<file path="src/rtl/input_playback_scheduler.sv">
// sync_fifo: single-clock circular-buffer FIFO, no bypass (a push becomes head on the next cycle).
// Latency: 1 clk from push to head_vld; pop takes effect at the consuming edge.
// Backpressure: push_rdy = occupancy != DEPTH, derived from registered count only.
module sync_fifo #(
    parameter int W     = 8,
    parameter int DEPTH = 8
) (
    input  logic                       clk,
    input  logic                       reset,
    input  logic                       push_vld,
    output logic                       push_rdy,
    input  logic [W-1:0]               push_dat,
    output logic                       head_vld,
    input  logic                       head_rdy,
    output logic [W-1:0]               head_dat,
    output logic [$clog2(DEPTH):0]     count
);
    localparam int AW = $clog2(DEPTH);
    localparam int CW = AW + 1;

    logic [W-1:0]  mem_q [DEPTH];
    logic [AW-1:0] wr_ptr_q, wr_ptr_d;
    logic [AW-1:0] rd_ptr_q, rd_ptr_d;
    logic [CW-1:0] cnt_q, cnt_d;
    logic          do_push;
    logic          do_pop;

    assign push_rdy = (cnt_q != CW'(DEPTH));
    assign head_vld = (cnt_q != '0);
    assign head_dat = mem_q[rd_ptr_q];
    assign count    = cnt_q;

    always_comb begin
        do_push  = push_vld & push_rdy;
        do_pop   = head_vld & head_rdy;
        wr_ptr_d = wr_ptr_q;
        rd_ptr_d = rd_ptr_q;
        cnt_d    = cnt_q;
        if (do_push) begin
            wr_ptr_d = wr_ptr_q + AW'(1);
        end
        if (do_pop) begin
            rd_ptr_d = rd_ptr_q + AW'(1);
        end
        // Simultaneous push and pop leave occupancy unchanged.
        if (do_push && !do_pop) begin
            cnt_d = cnt_q + CW'(1);
        end else if (do_pop && !do_push) begin
            cnt_d = cnt_q - CW'(1);
        end
    end

    always_ff @(posedge clk) begin
        if (reset) begin
            wr_ptr_q <= '0;
            rd_ptr_q <= '0;
            cnt_q    <= '0;
        end else begin
            wr_ptr_q <= wr_ptr_d;
            rd_ptr_q <= rd_ptr_d;
            cnt_q    <= cnt_d;
        end
    end

    // Storage needs no reset; emptiness is tracked by the pointers and count.
    always_ff @(posedge clk) begin
        if (do_push) begin
            mem_q[wr_ptr_q] <= push_dat;
        end
    end
endmodule

// input_playback_scheduler: frame-timed replay of host events onto the core's input buses.
// Latency: an eligible head event reaches its output 1 clk later; one event per clk at most.
// Backpressure: evt_ready_o deasserts when DEPTH events are queued; a future-frame head blocks the queue.
module input_playback_scheduler #(
    parameter int         DEPTH    = 8,
    parameter int         FRAME_W  = 16,
    parameter logic [7:0] SW1_INIT = 8'h00,
    parameter logic [7:0] SW2_INIT = 8'h00
) (
    input  logic                     clk,
    input  logic                     reset,
    input  logic                     vsync_i,
    input  logic                     evt_valid_i,
    output logic                     evt_ready_o,
    input  logic [FRAME_W-1:0]       evt_frame_i,
    input  logic [2:0]               evt_target_i,
    input  logic [9:0]               evt_data_i,
    output logic [9:0]               playerinput_o,
    output logic [7:0]               trakball_o,
    output logic [7:0]               joystick_o,
    output logic [7:0]               sw1_o,
    output logic [7:0]               sw2_o,
    output logic [FRAME_W-1:0]       frame_o,
    output logic [$clog2(DEPTH):0]   pending_o,
    output logic                     late_o
);
    typedef struct packed {
        logic [FRAME_W-1:0] frame;
        logic [2:0]         target;
        logic [9:0]         data;
    } evt_t;

    localparam int EW = $bits(evt_t);

    evt_t   in_evt;
    evt_t   head;
    logic   head_vld;
    logic   head_due;
    logic   tick;

    logic               vsync_q,  vsync_d;
    logic [FRAME_W-1:0] frame_q,  frame_d;
    logic [9:0]         player_q, player_d;
    logic [7:0]         joy_q,    joy_d;
    logic [7:0]         trak_q,   trak_d;
    logic [7:0]         sw1_q,    sw1_d;
    logic [7:0]         sw2_q,    sw2_d;
    logic               late_q,   late_d;

    assign in_evt.frame  = evt_frame_i;
    assign in_evt.target = evt_target_i;
    assign in_evt.data   = evt_data_i;

    sync_fifo #(
        .W     (EW),
        .DEPTH (DEPTH)
    ) u_evt_fifo (
        .clk      (clk),
        .reset    (reset),
        .push_vld (evt_valid_i),
        .push_rdy (evt_ready_o),
        .push_dat (in_evt),
        .head_vld (head_vld),
        .head_rdy (head_due),
        .head_dat (head),
        .count    (pending_o)
    );

    // Eligibility compares against the pre-increment frame, so a same-cycle tick never pulls an event early.
    assign tick     = vsync_q & ~vsync_i;
    assign head_due = head_vld && (head.frame <= frame_q);

    always_comb begin
        vsync_d  = vsync_i;
        frame_d  = tick ? frame_q + FRAME_W'(1) : frame_q;
        player_d = player_q;
        joy_d    = joy_q;
        trak_d   = trak_q;
        sw1_d    = sw1_q;
        sw2_d    = sw2_q;
        late_d   = late_q;
        if (head_due) begin
            case (head.target)
                3'd0:    player_d = head.data;
                3'd1:    joy_d    = head.data[7:0];
                3'd2:    trak_d   = head.data[7:0];
                3'd3:    trak_d   = trak_q + head.data[7:0];
                3'd4:    sw1_d    = head.data[7:0];
                3'd5:    sw2_d    = head.data[7:0];
                3'd6:    frame_d  = FRAME_W'(head.data);
                default: ;
            endcase
            if (head.target != 3'd7 && head.frame < frame_q) begin
                late_d = 1'b1;
            end
        end
    end

    always_ff @(posedge clk) begin
        if (reset) begin
            vsync_q  <= 1'b1;
            frame_q  <= '0;
            player_q <= 10'h3FF;
            joy_q    <= 8'hFF;
            trak_q   <= 8'h00;
            sw1_q    <= SW1_INIT;
            sw2_q    <= SW2_INIT;
            late_q   <= 1'b0;
        end else begin
            vsync_q  <= vsync_d;
            frame_q  <= frame_d;
            player_q <= player_d;
            joy_q    <= joy_d;
            trak_q   <= trak_d;
            sw1_q    <= sw1_d;
            sw2_q    <= sw2_d;
            late_q   <= late_d;
        end
    end

    assign playerinput_o = player_q;
    assign joystick_o    = joy_q;
    assign trakball_o    = trak_q;
    assign sw1_o         = sw1_q;
    assign sw2_o         = sw2_q;
    assign frame_o       = frame_q;
    assign late_o        = late_q;
endmodule

</file>
<file path="config.mk">
export PLATFORM = sky130hd
export DESIGN_NAME = input_playback_scheduler
export DESIGN_NICKNAME = d
export VERILOG_FILES = /design/src/rtl/input_playback_scheduler.sv
export SDC_FILE = /design/constraint.sdc
export NUM_CORES = 1
export LEC_CHECK = 0
export CORE_MARGIN = 2
export CORE_UTILIZATION = 60
export DETAILED_ROUTE_END_ITERATION = 7
export GPL_ROUTABILITY_DRIVEN = 0
export GPL_TIMING_DRIVEN = 1
export HOLD_SLACK_MARGIN = 0.08
export PLACE_DENSITY = 0.82
export SYNTH_ARGS = -nofsm -noshare
export SYNTH_HDL_FRONTEND = slang
export SYNTH_SLANG_ARGS = --single-unit
</file>
<file path="constraint.sdc">
create_clock -name clk -period 15.2 [get_ports clk]
set_clock_uncertainty 0.05 [all_clocks]
set_input_delay 4.56 -clock clk [delete_from_list [all_inputs] [get_ports clk]]
set_output_delay 4.56 -clock clk [all_outputs]
set_load 0.1 [all_outputs]
</file>
==> results of run 1 <==
[per-layer routing]
| layer | vias to the layer above | global-route usage (%) | part of all wire [%] |
|---|---|---|---|
| li1 | 3168 | - | - |
| met1 | 3565 | 31.63 | 41 |
| met2 | 254 | 41.74 | 51 |
| met3 | 39 | 4.387 | 6.3 |
| met4 | 0 | 6.952 | 1.8 |
| met5 | - | 0 | 0 |
[through the flow]
| step | worst slack [ns] | power (mW) |
|---|---|---|
| finish | 8.243 | 2.339 |
| global route | 8.160 | 2.435 |
| CTS | 8.208 | 2.354 |
| detailed placement | 8.153 | 1.684 |
| global placement | 8.391 | 1.653 |
| floorplan | 7.128 | 1.514 |
[sequential cells by signal, summed over array words and instances, names as in the netlist, 4 cells and up, named ones only]
signal	cells
trakball_o	8
u_evt_fifo.mem_q	232
sw2_o	8
joystick_o	8
sw1_o	8
frame_o	16
playerinput_o	10
u_evt_fifo.count	4
[worst reg2reg max path, stage by stage, from the launching register on]
cell and delay (ns):
dfxtp_4 0.75, buf_4 0.61, mux4_2 0.60, mux2_2 0.30, ha_1 0.30, a21oi_1 0.14
o21ai_1 0.10, a2111o_1 0.49, o31ai_4 0.57, inv_4 0.11, nor3_2 0.98, nor2b_1 0.14
a211o_1 0.31
[power groups by stage]
stage / Clock [mW] / Sequential (mW) / Combinational, mW
finish: 0.670 / 1.02 / 0.652
global route: 0.717 / 1.02 / 0.693
CTS: 0.684 / 1.02 / 0.654
detailed placement: 0 / 1.03 / 0.649
global placement: 0 / 1.03 / 0.625
floorplan: 0 / 1.16 / 0.352
[cell usage in the layout (no fill, tap or decap), drive strengths merged, types with 6 or more instances in the layout]
| cell | netlist | final |
|---|---|---|
| dfxtp | 73 | 73 |
| inv | 23 | 23 |
| nand3 | 15 | 15 |
| clkinv | 1 | 13 |
| nand4 | 6 | 6 |
| a21oi | 17 | 17 |
| buf | 14 | 13 |
| a211oi | 9 | 9 |
| ha | 28 | 28 |
| xnor2 | 21 | 21 |
| mux2 | 32 | 32 |
| nand2 | 22 | 22 |
| edfxtp | 232 | 232 |
| nor3 | 10 | 10 |
| a211o | 13 | 13 |
| o21ai | 8 | 8 |
| mux2i | 33 | 33 |
| clkdlybuf4s50 | 0 | 95 |
| clkbuf | 18 | 40 |
| nor2b | 16 | 16 |
| nand2b | 9 | 9 |
| nor2 | 66 | 66 |
| mux4 | 58 | 58 |
[cell type report]
type | count | area [um2] | area share, %
clock buffer | 40 | 805.8 | 5.485
sequential | 305 | 8433 | 57.40
clock inverter | 13 | 81.33 | 0.5536
antenna | 1 | 2.502 | 0.01703
timing repair buffer | 108 | 1046 | 7.120
multi-input combinational | 404 | 3892 | 26.49
inverter | 24 | 92.59 | 0.6302
tap | 270 | 337.8 | 2.299
[path summary, 6_finish.rpt]
| path | endpoint | start | slack, ns | cells after the start |
|---|---|---|---|---|
| min | joystick_o[7] | joystick_o[7] | 0.42 | 1 |
| max | evt_ready_o | u_evt_fifo.count[0] | 8.24 | 3 |
| max reg2reg | playerinput_o[6] | register | 9.63 | 12 |
| min reg2reg | joystick_o[7] | joystick_o[7] | 0.42 | 1 |
[kinds of logic (layout without fill, tap and decap cells)]
logic type,after synthesis,after routing,share of synthesized area [%]
AO/OA/AOI/OAI,66,66,3.843
XOR/XNOR,24,24,1.677
adder cells (fa/ha/maj),29,29,2.954
buffers and inverters,56,185,1.986
flip-flops,305,305,67.23
multiplexers,123,123,15.96
other,0,1,0
AND/OR/NAND/NOR,162,162,6.348
==> metrics.cfg, run 1 <==
[status]
status=finished, final reports clean

[floorplanning]
rows=52
start_util_pct=61.56
die_y_um=148.5
num_io_pins=97
coreArea_mm2=0.02036
die_x_um=148.5
dieArea_mm2=0.02207

[placement]
dp.final_hpwl_um=16030
portBuffers=96
place_area_mm2=0.01380
dp_cells=1111

[final_layout]
fillCellCount=1232
nets=934
drive_gt1_share_pct=18.23
design_area_mm2=0.01469
final_cell_count_no_fill=1165
area_growth_pct=17.20
fin_util_pct=72.14

[yosys]
yosys-top-cells-area=edfxtp_1, dfxtp_1, mux4_2
ys_seq_elements=305
yosysMostFrequentCell=edfxtp_1
synth_edf_count=232
synth_nets=827
synth_top_area_share_pct=55.57
yosys.area.top_type=edfxtp_1
yosysUniqueCellTypes=58
syn_area_mm2=0.01254
synthTopCellsByCount=edfxtp_1, dfxtp_1, nor2_1, mux4_2
yosys_warnings=0
avgSynthCellArea_um2=16.39
syn_inst=765
yosysSeqAreaShare_pct=67.23
ys_async_sr_fraction_pct=0
ys.flop_type=edfxtp_1

[critical_path]
path_delay_family=buffers and inverters
path_cells=nor2_1 > nand3b_1 > clkdlybuf4s50_1
timing.critical_path.buf_inv=1
worstPathMaxFanout=6
worstPathArrival_ns=2.35
crit_required_ns=10.59
start_kind=register
path_class=register to output pin
cp_slowest_cell=clkdlybuf4s50_1
worst_path_largest_cell_delay_ns=1.13
cp-end-kind=output pin

[cts]
cts_resized=0
cts_setup_buffers=0
root_buffer=clkbuf_16
clk_path_buf_depth=3
cts_hold_buf=0
cts_buffers=29
insertion_delay_ns=0.54
cts_sinks=305
tritoncts=built
cts_max_level=1
clk_pin_slew_ns=0.06

[detailed_routing]
drc=0
vias=7026
totalWireLength_um=25770
wl_per_cell_um=22.12
vias_per_cell=6.031
first_pass_iters=5
drt_iter0_markers=580
ant_nets=0

[pwr]
clock_power_share_pct=28.7
p_int_mw=1.591
swShare_pct=31.97
switching_power_mw=0.7478
peakVddDrop_mv=0.1133
power_frac_seq_pct=43.5
p_per_area_mw_per_mm2=159.2
comb_power_share_pct=27.9
p_leak_nw=4.956

[sta]
tightest_slew_ns=1.212
maxSlewViolCount=0
fmax_mhz=143.7
hold_viol=0
rsz0062_at_grt=no
fin_crit_ns=6.957
slew_headroom_pct=19.21
fin_crit_sh_pct=45.77
setup_tns_ns=0
hold_ws_ns=0.4175
setup_viol=0

[global_routing]
grt_pass1_wl_um=40610
grt_usage_pct=24.10
grt_pass1_vias=7243
overflow=0
grt_max_degree=71
antenna_found_initial=1

[worst_hold_path]
hold_class=register to register

[run]
cap_viol_max_count=0

(Power assumes the default switching activity.)
==> run 2, diff against run 1 <==
--- a/config.mk
+++ b/config.mk
@@ -6,12 +6,12 @@
 export NUM_CORES = 1
 export LEC_CHECK = 0
 export CORE_MARGIN = 2
-export CORE_UTILIZATION = 60
+export CORE_UTILIZATION = 58
 export DETAILED_ROUTE_END_ITERATION = 7
 export GPL_ROUTABILITY_DRIVEN = 0
 export GPL_TIMING_DRIVEN = 1
 export HOLD_SLACK_MARGIN = 0.08
-export PLACE_DENSITY = 0.82
+export PLACE_DENSITY = 0.79
 export SYNTH_ARGS = -nofsm -noshare
 export SYNTH_HDL_FRONTEND = slang
 export SYNTH_SLANG_ARGS = --single-unit
==> constraint.sdc (replaced) <==
create_clock -name clk -period 7.1 [get_ports clk]
set_clock_uncertainty 0.05 [all_clocks]
set_input_delay 2.13 -clock clk [delete_from_list [all_inputs] [get_ports clk]]
set_output_delay 2.13 -clock clk [all_outputs]
set_load 0.1 [all_outputs]
==> run 2 against run 1 <==
Net effect:
- hold slack got worse by 0.0071 ns
- routed wire length rose by 1.4%
- register-to-register slack got worse by 7.5 ns
- via count rose by 0.28%
- cell count rose by 0.60%
- critical path depth rose by 8
- flip-flop and latch count did not move
- critical endpoint is now playerinput_o[5]
- non-clock buffer count rose by 2
- largest cell class unchanged
==> metrics.cfg, run 2 (same netlist as run 1, synthesis figures left out) <==
[floorplanning]
num_io_pins=97
rows=53
dieArea_mm2=0.02281
die_x_um=151.0
die_y_um=151.0
coreArea_mm2=0.02109
start_util_pct=59.45

[critical_path]
cp-end-kind=register
path_delay_family=compound AO/OA/AOI/OAI gates
worstPathMaxFanout=45
start_kind=register
worst_path_largest_cell_delay_ns=0.92
path_cells=mux4_2 > mux2_2 > ha_1 > a21oi_1 > o21ai_1 > a2111o_1 > o31ai_4 > inv_4 > nor3_2 > nor2b_1 > a211o_1
worstPathArrival_ns=5.37
crit_required_ns=7.48
timing.critical_path.buf_inv=1
path_class=register to register
cp_slowest_cell=dfxtp_4

[final_layout]
design_area_mm2=0.01484
final_cell_count_no_fill=1172
regArea_mm2=0.008433
final_cell_mix=edfxtp_1, clkdlybuf4s50_1, dfxtp_1
area_growth_pct=18.35
fillCellCount=1324
nets=936
multiInputGateArea_mm2=0.003892
largest_reg_flops=232
top_register=u_evt_fifo.mem_q
final_common_cell=edfxtp_1
drive_gt1_share_pct=19.08

[detailed_routing]
vias=7046
drt_iter0_markers=452
wl_per_cell_um=22.31
drc=0
first_pass_iters=5
totalWireLength_um=26140
vias_per_cell=6.012
ant_nets=0

[placement]
dp_cells=1118
place_area_mm2=0.01382
dp.final_hpwl_um=16080
portBuffers=96

[pwr]
p_per_area_mw_per_mm2=347.8
p_leak_nw=5.020
clock_power_share_pct=31.0
p_int_mw=3.544
comb_power_share_pct=26.6
p_total_mw=5.161
swShare_pct=31.33
switching_power_mw=1.617
power_frac_seq_pct=42.4
peakVddDrop_mv=0.2474

[run]
cap_viol_max_count=0

[sta]
hold_viol=0
fin_crit_sh_pct=70.35
hold_ws_ns=0.4104
rsz0062_at_grt=no
setup_tns_ns=0
fmax_mhz=200.2
tightest_slew_ns=1.086
slew_headroom_pct=27.23
fin_crit_ns=4.995
setup_viol=0
maxSlewViolCount=0

[cts]
cts_resized=0
clk_pin_slew_ns=0.06
insertion_delay_ns=0.55
cts_max_level=1
cts_buffers=29
clk_path_buf_depth=3
tritoncts=built
cts_hold_buf=0
cts_sinks=305
cts_setup_buffers=0
root_buffer=clkbuf_16

[global_routing]
grt_pass1_vias=7235
grt_pass1_wl_um=40150
grt_usage_pct=23.64
grt_max_degree=71
antenna_found_initial=1
overflow=0

[status]
status=finished, final reports clean

[worst_hold_path]
hold_class=register to register

==> run 2: path summary, 6_finish.rpt <==
path | from | to | slack, ns | cells after the start
worst max-delay path | register | playerinput_o[5] | 2.10 | 11
worst min-delay path | joystick_o[7] | joystick_o[7] | 0.41 | 1
worst max register to register | register | playerinput_o[5] | 2.10 | 11
worst min register to register | joystick_o[7] | joystick_o[7] | 0.41 | 1
==> run 2: layout make-up <==
cell class	instances	area share [%]
inverters	24	0.6241
repair buffers	110	7.151
well taps	275	2.319
flip-flops and latches	305	56.84
clock inverters	16	1.299
diodes	1	0.01687
multi-input cells	404	26.24
clock buffers	37	5.515
==> run 2: per-layer routing <==
layer	wire, um	vias up	part of all wire [%]	track usage, %
met5	0	-	0	0
met4	756	0	2.9	7.617
met2	13350	275	51	41.11
met3	1606	61	6.1	3.434
li1	-	3173	-	-
met1	10440	3537	40	31.01
==> run 2: stage by stage <==
step	setup WS (ns)	utilization, %
after floorplan	1.390	-
after detailed placement	2.081	65.55
final	2.105	70.36
after CTS	2.057	70.35
after global routing	1.695	70.36
after global placement	2.302	65.55
==> run 2: power by group through the flow <==
stage | registers [mW] | logic, mW | clock network, mW
2_1_floorplan | 2.49 | 0.753 | 0
3_3_place_gp | 2.21 | 1.33 | 0
3_5_place_dp | 2.23 | 1.37 | 0
4_1_cts | 2.19 | 1.38 | 1.63
5_1_grt | 2.21 | 1.46 | 1.70
6_report | 2.19 | 1.37 | 1.60
